`src/rtl/conv_mac_engine_if.sv`:
```
// Tap input and filtered-pixel output bundle for conv_mac_engine.
// The master drives taps and clear; the slave is the MAC engine.
interface conv_mac_engine_if;
    logic        clear;
    logic        in_valid;
    logic [7:0]  pixel;
    logic [7:0]  coeff;
    logic [15:0] filt_addr;
    logic        out_valid;
    logic [7:0]  out_data;
    logic [15:0] out_addr;
    logic        busy;

    modport master (
        output clear, in_valid, pixel, coeff, filt_addr,
        input  out_valid, out_data, out_addr, busy
    );

    modport slave (
        input  clear, in_valid, pixel, coeff, filt_addr,
        output out_valid, out_data, out_addr, busy
    );
endinterface

```
`src/rtl/conv_mac_engine.sv`:
```
// Two-stage pixel x coefficient MAC: one scaled, clamped 8-bit pixel per KER_SIZE^2-tap window.
// Define CONV_ABS_EN to scale the magnitude of the window sum instead of clamping negative sums to 0.
module conv_mac_engine #(
    parameter int KER_SIZE = 3,
    parameter int SHIFT    = 0,
    parameter int ACC_W    = 21
) (
    input  logic             clk,
    input  logic             rst,
    conv_mac_engine_if.slave bus
);
    localparam int TAPS  = KER_SIZE * KER_SIZE;
    localparam int TAP_W = (TAPS > 1) ? $clog2(TAPS) : 1;
    localparam logic [TAP_W-1:0] LAST_TAP = TAP_W'(TAPS - 1);

    logic [TAP_W-1:0]        tap;
    logic                    last;
    logic signed [16:0]      prod;
    logic signed [16:0]      prod_next;
    logic                    p_valid;
    logic                    p_last;
    logic [15:0]             p_addr;
    logic signed [ACC_W-1:0] acc;
    logic signed [ACC_W-1:0] sum;
    logic signed [ACC_W-1:0] mag;
    logic signed [ACC_W-1:0] shifted;
    logic [7:0]              scaled;
    logic                    out_valid;
    logic [7:0]              out_data;
    logic [15:0]             out_addr;

    assign last      = bus.in_valid && (tap == LAST_TAP);
    assign prod_next = $signed({9'd0, bus.pixel}) * $signed({{9{bus.coeff[7]}}, bus.coeff});
    assign sum       = acc + {{(ACC_W-17){prod[16]}}, prod};

    // The final tap's product is folded in here rather than in acc, so windows need no bubble.
    always_comb begin
        mag     = sum;
        shifted = '0;
        scaled  = 8'd0;
`ifdef CONV_ABS_EN
        if (sum[ACC_W-1]) begin
            mag = -sum;
        end
`endif
        shifted = mag >>> SHIFT;
        if (shifted[ACC_W-1]) begin
            scaled = 8'd0;
        end else if (shifted > ACC_W'(255)) begin
            scaled = 8'hFF;
        end else begin
            scaled = shifted[7:0];
        end
    end

    always_ff @(posedge clk or negedge rst) begin
        if (!rst) begin
            tap       <= '0;
            prod      <= '0;
            p_valid   <= 1'b0;
            p_last    <= 1'b0;
            p_addr    <= '0;
            acc       <= '0;
            out_valid <= 1'b0;
            out_data  <= '0;
            out_addr  <= '0;
        end else if (bus.clear) begin
            tap       <= '0;
            acc       <= '0;
            p_valid   <= 1'b0;
            out_valid <= 1'b0;
        end else begin
            if (bus.in_valid) begin
                tap  <= last ? '0 : tap + TAP_W'(1);
                prod <= prod_next;
            end
            if (last) begin
                p_addr <= bus.filt_addr;
            end
            p_valid   <= bus.in_valid;
            p_last    <= last;
            out_valid <= 1'b0;
            if (p_valid) begin
                if (p_last) begin
                    acc       <= '0;
                    out_data  <= scaled;
                    out_addr  <= p_addr;
                    out_valid <= 1'b1;
                end else begin
                    acc <= sum;
                end
            end
        end
    end

    assign bus.out_valid = out_valid;
    assign bus.out_data  = out_data;
    assign bus.out_addr  = out_addr;
    assign bus.busy      = (tap != '0) || p_valid;
endmodule

```
`src/flat_wrapper.sv`:
```
// flat-port wrapper written by rule: the top's interface ports become plain ports
module conv_mac_engine_flat 
#(
    parameter int KER_SIZE = 3,
    parameter int SHIFT    = 0,
    parameter int ACC_W    = 21
)
  (clk, rst, bus_clear, bus_in_valid, bus_pixel, bus_coeff, bus_filt_addr, bus_out_valid, bus_out_data, bus_out_addr, bus_busy);
  conv_mac_engine_if bus_i ();
  input  logic clk;
  input  logic rst;
  input wire logic [$bits(bus_i.clear)-1:0] bus_clear;
  input wire logic [$bits(bus_i.in_valid)-1:0] bus_in_valid;
  input wire logic [$bits(bus_i.pixel)-1:0] bus_pixel;
  input wire logic [$bits(bus_i.coeff)-1:0] bus_coeff;
  input wire logic [$bits(bus_i.filt_addr)-1:0] bus_filt_addr;
  output wire logic [$bits(bus_i.out_valid)-1:0] bus_out_valid;
  output wire logic [$bits(bus_i.out_data)-1:0] bus_out_data;
  output wire logic [$bits(bus_i.out_addr)-1:0] bus_out_addr;
  output wire logic [$bits(bus_i.busy)-1:0] bus_busy;
  assign bus_i.clear = bus_clear;
  assign bus_i.in_valid = bus_in_valid;
  assign bus_i.pixel = bus_pixel;
  assign bus_i.coeff = bus_coeff;
  assign bus_i.filt_addr = bus_filt_addr;
  assign bus_out_valid = bus_i.out_valid;
  assign bus_out_data = bus_i.out_data;
  assign bus_out_addr = bus_i.out_addr;
  assign bus_busy = bus_i.busy;
  conv_mac_engine #(.KER_SIZE(KER_SIZE), .SHIFT(SHIFT), .ACC_W(ACC_W)) u_core (.clk(clk), .rst(rst), .bus(bus_i));
endmodule
```
`config.mk`:
```
export PLATFORM = sky130hd
export DESIGN_NAME = conv_mac_engine_flat
export DESIGN_NICKNAME = d
export VERILOG_FILES = /design/src/rtl/conv_mac_engine_if.sv /design/src/rtl/conv_mac_engine.sv /design/src/flat_wrapper.sv
export SDC_FILE = /design/constraint.sdc
export NUM_CORES = 1
export LEC_CHECK = 0
export CAP_MARGIN = 20
export CORE_UTILIZATION = 45
export CTS_BUF_LIST = sky130_fd_sc_hd__clkbuf_16
export DETAILED_ROUTE_END_ITERATION = 16
export PLACE_DENSITY_LB_ADDON = 0.1
export SLEW_MARGIN = 20
export SYNTH_ARGS = -nofsm -noshare
export SYNTH_HDL_FRONTEND = slang
export SYNTH_SLANG_ARGS = --single-unit
export TNS_END_PERCENT = 5
```
`constraint.sdc`:
```
create_clock -name clk -period 6.7 [get_ports clk]
set_input_delay 0.67 -clock clk [delete_from_list [all_inputs] [get_ports clk]]
set_output_delay 0.67 -clock clk [all_outputs]
set_load 0.02 [all_outputs]
```
Word-level counts from Yosys, hierarchy flattened
Cells that the tools add are included.
Word-level totals
  bits in registers: 85
  bits of input ports: 36
  output and inout bits: 26
  word-level logic and storage cells: 35
Operators by class
  add/subtract/negate cells: 2
  multipliers: 1
  magnitude comparators: 1
  eq/ne operators: 1
  multiplexer cells: 12
  bitwise gates (word level): 1
  reduce and logical (&&, ||, !) cells: 8
Operator list (count)
  2-to-1 mux 21 bit: 3
  adder 21 bit: 1
  greater-than comparator 21 x 9 -> 1 bit, second input constant: 1
  multiplier 9 x 8 -> 17 bit: 1
  2-to-1 mux 8 bit: 2
  2-to-1 mux 4 bit: 3
  adder 4 x 1 -> 4 bit, second input constant: 1
  == test 4 bit, second input constant: 1
  2-to-1 mux 1 bit: 4
  AND reduction 2 bit: 2
  nonzero test 2 bit: 2
  nonzero test 4 bit: 1
  AND reduction 3 bit: 1
  logical AND 1 bit: 1
  logical OR 1 bit: 1
  NOT 1 bit: 1

Depth between registers and ports, before layout
  depth in word-level cells: 5
  mapped depth: 18
  mapped depth without buffers: 18

Worst setup path after synthesis
Ideal clock, no wire load.
  kind: input to register
  start: in bus_pixel[0]
  end: reg u_core.prod[16]
  library setup time: 0.082 ns
  arrival: 4.542 ns
  data required time: 6.618 ns
  slack: 2.077 ns
  stages: 16
  path through: nand2b_1 fa_1 fa_1 inv_1 fa_1 inv_1 fa_1 inv_1 ha_1 o21ai_0 a21o_1 a21o_1 a21oi_1 nor3_1 or3_1 a31oi_1
Between the ends
  longest elaborated chain between the ends: 1
Ends and longest elaborated chain
  start: declaration: RTL line flat_wrapper.sv:14  | input wire logic [$bits(bus_i.pixel)-1:0] bus_pixel;
  multiplier 9 x 8 -> 17 bit: RTL line conv_mac_engine.sv:33  | assign prod_next = $signed({9'd0, bus.pixel}) * $signed({{9{bus.coeff[7]}}, bus.coeff});
  end signal: assignment: RTL line conv_mac_engine.sv:75  | prod <= prod_next;
  end: declaration: RTL line conv_mac_engine.sv:18  | logic signed [16:0] prod;
Every way passes these cells.
A chain may end at the register's enable or synchronous reset.

Worst setup path after layout
  start: in bus_coeff[7]
  end: reg u_core.prod[16]
Between the ends
  longest elaborated chain between the ends: 1
Ends and longest elaborated chain
  start: declaration: RTL line flat_wrapper.sv:15  | input wire logic [$bits(bus_i.coeff)-1:0] bus_coeff;
  multiplier 9 x 8 -> 17 bit: RTL line conv_mac_engine.sv:33
Every way passes these cells.

==> impl_metrics.prom <==
# TYPE chip_impl_metric gauge
chip_impl_metric{name="r2r_setup_slack",unit="ns"} 3.39
chip_impl_info{name="cp_endpoint",value="u_core.prod[16]"} 1
chip_impl_metric{name="avgRoutedWirePerCell",unit="µm"} 15.2
chip_impl_metric{name="routability_driven_placement_congestion_ratio",unit=""} 0.831
chip_impl_info{name="setup.worst_path.start_class",value="input port"} 1
chip_impl_metric{name="worst_slew_pin_slew",unit="ns"} 0.857
chip_impl_metric{name="layout_cells_sized_above_1",unit=""} 0.0643
chip_impl_metric{name="clock_tree.buffer_depth",unit=""} 2
chip_impl_metric{name="cts_setup_buffers",unit=""} 0
chip_impl_metric{name="num_rows",unit=""} 43
chip_impl_info{name="launch_instance_of_the_worst_register_to_register_path",value="u_core.acc[11]"} 1
chip_impl_metric{name="wl_met2",unit="µm"} 6990
chip_impl_metric{name="h-tree-depth",unit=""} 3
chip_impl_info{name="grt_setup_unrepaired",value="no"} 1
chip_impl_info{name="run_status",value="completed"} 1
chip_impl_info{name="timing.critical_path.to_type",value="flip-flop"} 1
chip_impl_metric{name="fin_worst_skew",unit="ns"} 0.0109
chip_impl_metric{name="ys_seq_elements",unit=""} 85
chip_impl_metric{name="final_setup_violations",unit=""} 0
chip_impl_metric{name="effective_utilization_at_floorplan",unit=""} 0.468
chip_impl_metric{name="cts_repair_resize_count",unit=""} 0
chip_impl_metric{name="core",unit="mm²"} 0.0140
chip_impl_metric{name="dieArea",unit="mm²"} 0.0151
chip_impl_metric{name="cts-buffers-inserted",unit=""} 9
chip_impl_info{name="hp-class",value="input port to async pin"} 1
chip_impl_metric{name="postRouteAntennaNets",unit=""} 0
chip_impl_metric{name="finish.net_count",unit=""} 896
chip_impl_metric{name="insertedDiodeCount",unit=""} 0
chip_impl_metric{name="globalRouteOverflowTotal",unit=""} 0
chip_impl_metric{name="clk_latency",unit="ns"} 0.34
chip_impl_metric{name="dp_hpwl",unit="µm"} 11000
chip_impl_info{name="yosys_most_used_dff",value="dfrtp_1"} 1
chip_impl_metric{name="ys_types",unit=""} 59
chip_impl_metric{name="drc",unit=""} 0
chip_impl_metric{name="detail_route.iter0.violations",unit=""} 359
chip_impl_metric{name="hold_buffers",unit=""} 0
chip_impl_metric{name="pwr_density_cell",unit="mW/mm²"} 276
chip_impl_metric{name="port_buffers",unit=""} 61
chip_impl_metric{name="mappedNetlistNets",unit=""} 837
chip_impl_metric{name="grt_first_pass_wirelength",unit="µm"} 24000
chip_impl_metric{name="relSlewSlack",unit=""} 0.425
chip_impl_info{name="top_layer",value="met4"} 1
chip_impl_metric{name="die_height",unit="µm"} 123
chip_impl_info{name="critPathKind",value="input port to flip-flop"} 1
chip_impl_metric{name="firstDrtPassIters",unit=""} 7
chip_impl_metric{name="post_dp_cell_area",unit="mm²"} 0.00738
chip_impl_metric{name="seq_area_frac_synth",unit=""} 0.323
chip_impl_info{name="setup.worst_path.start",value="bus_coeff[7]"} 1
chip_impl_metric{name="die-width",unit="µm"} 123
chip_impl_metric{name="max-cap-violations",unit=""} 0
chip_impl_metric{name="asyncSetResetFlopFracSynth",unit=""} 1.00
chip_impl_metric{name="cp_max_fo",unit=""} 8
chip_impl_metric{name="stdcell_area",unit="mm²"} 0.00771
chip_impl_metric{name="fin_setup_tns",unit="ns"} 0
chip_impl_metric{name="grt_antenna_before_repair",unit=""} 0
chip_impl_info{name="endpoint_of_the_most_critical_register_to_register_path",value="u_core.bus.out_data[1]"} 1
chip_impl_metric{name="finalCriticalPeriod",unit="ns"} 5.06
chip_impl_metric{name="via_per_inst",unit=""} 5.43
chip_impl_metric{name="area_delta_synth_final",unit="%"} 17.2
chip_impl_metric{name="grt_start_max_net_pins",unit=""} 64
chip_impl_metric{name="avgSynthCellArea",unit="µm²"} 9.42
chip_impl_metric{name="grt_pass1_vias",unit=""} 5064
chip_impl_metric{name="num_clock_sinks",unit=""} 85
chip_impl_metric{name="report.final.hold_viol_count",unit=""} 0
chip_impl_metric{name="via_count",unit=""} 5117
chip_impl_metric{name="worst_ep_arrival_time",unit="ns"} 5.32
chip_impl_metric{name="met1Wirelength",unit="µm"} 6550
chip_impl_metric{name="postSynthCellCount",unit=""} 698
chip_impl_metric{name="r2r.worst_path.cells",unit=""} 9
chip_impl_metric{name="top_level_ports",unit=""} 62
chip_impl_metric{name="timing.fmax",unit="MHz"} 198
chip_impl_info{name="clock_tree.root_cell",value="clkbuf_16"} 1
chip_impl_metric{name="final_max_slew_viol_count",unit=""} 0
chip_impl_info{name="cts_tree",value="done"} 1
chip_impl_metric{name="summed_instance_area_of_the_synthesized_netlist",unit="mm²"} 0.00658
chip_impl_metric{name="global_route.usage.total",unit=""} 0.205
chip_impl_metric{name="required",unit="ns"} 6.96
chip_impl_metric{name="p_leak",unit="nW"} 3.75
chip_impl_metric{name="wl_met3",unit="µm"} 560
chip_impl_metric{name="yosysWarningCount",unit=""} 0
chip_impl_metric{name="irDropWorstVdd",unit="V"} 0.000171
chip_impl_metric{name="synth_enable_flop_cells",unit=""} 0
chip_impl_metric{name="clk_transition_reported_paths",unit="ns"} 0.07
chip_impl_metric{name="drt_wl_total",unit="µm"} 14400
chip_impl_metric{name="period_share",unit=""} 0.755
==> area by class of cell <==
class	instances	area [µm²]
clock buffer	9	225
clock inverter	7	105
fill	1262	6340
inverter	67	251
multi-input combinational	528	4130
sequential	85	2130
tap	180	225
timing repair buffer	66	646
==> kinds of logic after synthesis <==
kind of cell | count (synthesis) | synth area share
AOI/OAI and AO/OA | 128 | 0.129
muxes | 18 | 0.0306
buffers and inverters | 85 | 0.0491
and+or+nand+nor | 251 | 0.191
adders and majority gates | 103 | 0.239
xor gates and xnor gates | 28 | 0.0373
DFF | 85 | 0.323
==> through the flow <==
stage	total power, W	std cells	hold slack (ns)	utilization	setup WS (ns)
5_1_grt	0.00230	942	0.230	0.549	1.40
3_3_place_gp	0.00157	926	0.443	0.525	1.34
3_5_place_dp	0.00159	926	0.451	0.525	1.26
6_report	0.00213	942	0.215	0.549	1.64
2_1_floorplan	0.00136	698	0.374	-	2.08
4_1_cts	0.00215	942	0.222	0.549	1.62
==> state kept, by name (all words and copies together), names as in the netlist <==
signal and cells:
u_core.bus.out_data 8, u_core.bus.out_valid 1, u_core.bus.out_addr 16, u_core.p_valid 1
u_core.tap 4, u_core.prod 17, u_core.acc 21, u_core.p_addr 16
u_core.p_last 1
==> how the worst min path moves through the flow <==
stage,cells past startpoint,endpoint,from,slack [ns]
3_5_place_dp,2,u_core.bus.out_addr[7],u_core.p_addr[7],0.45
3_3_place_gp,2,u_core.bus.out_addr[7],u_core.p_addr[7],0.44
6_report,1,u_core.acc[19],rst,0.22
4_1_cts,1,u_core.acc[19],rst,0.22
2_1_floorplan,0,u_core.acc[0],rst,0.37
5_1_grt,1,u_core.acc[19],rst,0.23
==> per-layer routing <==
| layer | GRT usage | vias to the layer above |
|---|---|---|
| met5 | 0 | - |
| met4 | 0.0694 | 0 |
| met3 | 0.0304 | 23 |
| met2 | 0.340 | 126 |
| met1 | 0.274 | 2477 |
| li1 | - | 2491 |
==> worst max-delay path, cell delays in order <==
cell,delay [ns]
clkdlybuf4s50_1,0.54
clkinv_1,0.25
nor2_1,0.22
fa_1,0.45
fa_1,0.52
fa_1,0.55
inv_1,0.05
fa_1,0.52
inv_1,0.04
ha_1,0.31
inv_1,0.06
a21o_1,0.16
a21o_1,0.19
a21oi_1,0.17
nor3_1,0.09
or3_1,0.36
a31oi_1,0.16
==> where the power goes <==
| part | switching, W | leakage, nW | total [W] | internal [W] |
|---|---|---|---|---|
| registers | 0.0000477 | 1.14 | 0.000625 | 0.000577 |
| clock network | 0.000217 | 0.159 | 0.000550 | 0.000332 |
| logic | 0.000546 | 2.45 | 0.000953 | 0.000406 |
| total | 0.000811 | 3.75 | 0.00213 | 0.00132 |
==> layout by cell type, fill, tap and decap left out, drive strengths merged, types with 3 or more instances in the layout <==
cell type and instances:
clkdlybuf4s50 60, nor2 23, dfrtp 85, nand2 108, nor3b 3, clkbuf 9, o22ai 3, nand4 3
a21oi 22, nand3 12, o21ai 33, a22o 12, ha 65, clkinv 4, inv 67, and2 55
xnor2 21, buf 6, nor3 18, or3 6, fa 38, and3 3, nor4b 3, a21o 9
mux2 17, o21a 7, nand2b 5, a31oi 19, a21boi 4, o211ai 6, xor2 7
==> cell usage after synthesis, types with 5 or more instances <==
| master | count | share of area |
|---|---|---|
| nand2b_1 | 5 | 0.0048 |
| fa_1 | 38 | 0.12 |
| a21oi_1 | 21 | 0.016 |
| dfrtp_1 | 85 | 0.32 |
| xnor2_1 | 21 | 0.028 |
| o211ai_1 | 5 | 0.0057 |
| ha_1 | 65 | 0.12 |
| a31oi_1 | 19 | 0.018 |
| inv_1 | 64 | 0.037 |
| clkbuf_1 | 15 | 0.0086 |
| mux2_2 | 17 | 0.029 |
| and2_1 | 54 | 0.051 |
| nor3_1 | 18 | 0.014 |
| o21a_1 | 7 | 0.0080 |
| nand2_1 | 108 | 0.062 |
| nand3_1 | 12 | 0.0091 |
| a21o_1 | 9 | 0.010 |
| a22o_1 | 12 | 0.016 |
| nor2_1 | 23 | 0.013 |
| o21ai_0 | 33 | 0.025 |
| or3_1 | 6 | 0.0057 |
| xor2_1 | 7 | 0.0093 |
(Power assumes the default switching activity.)
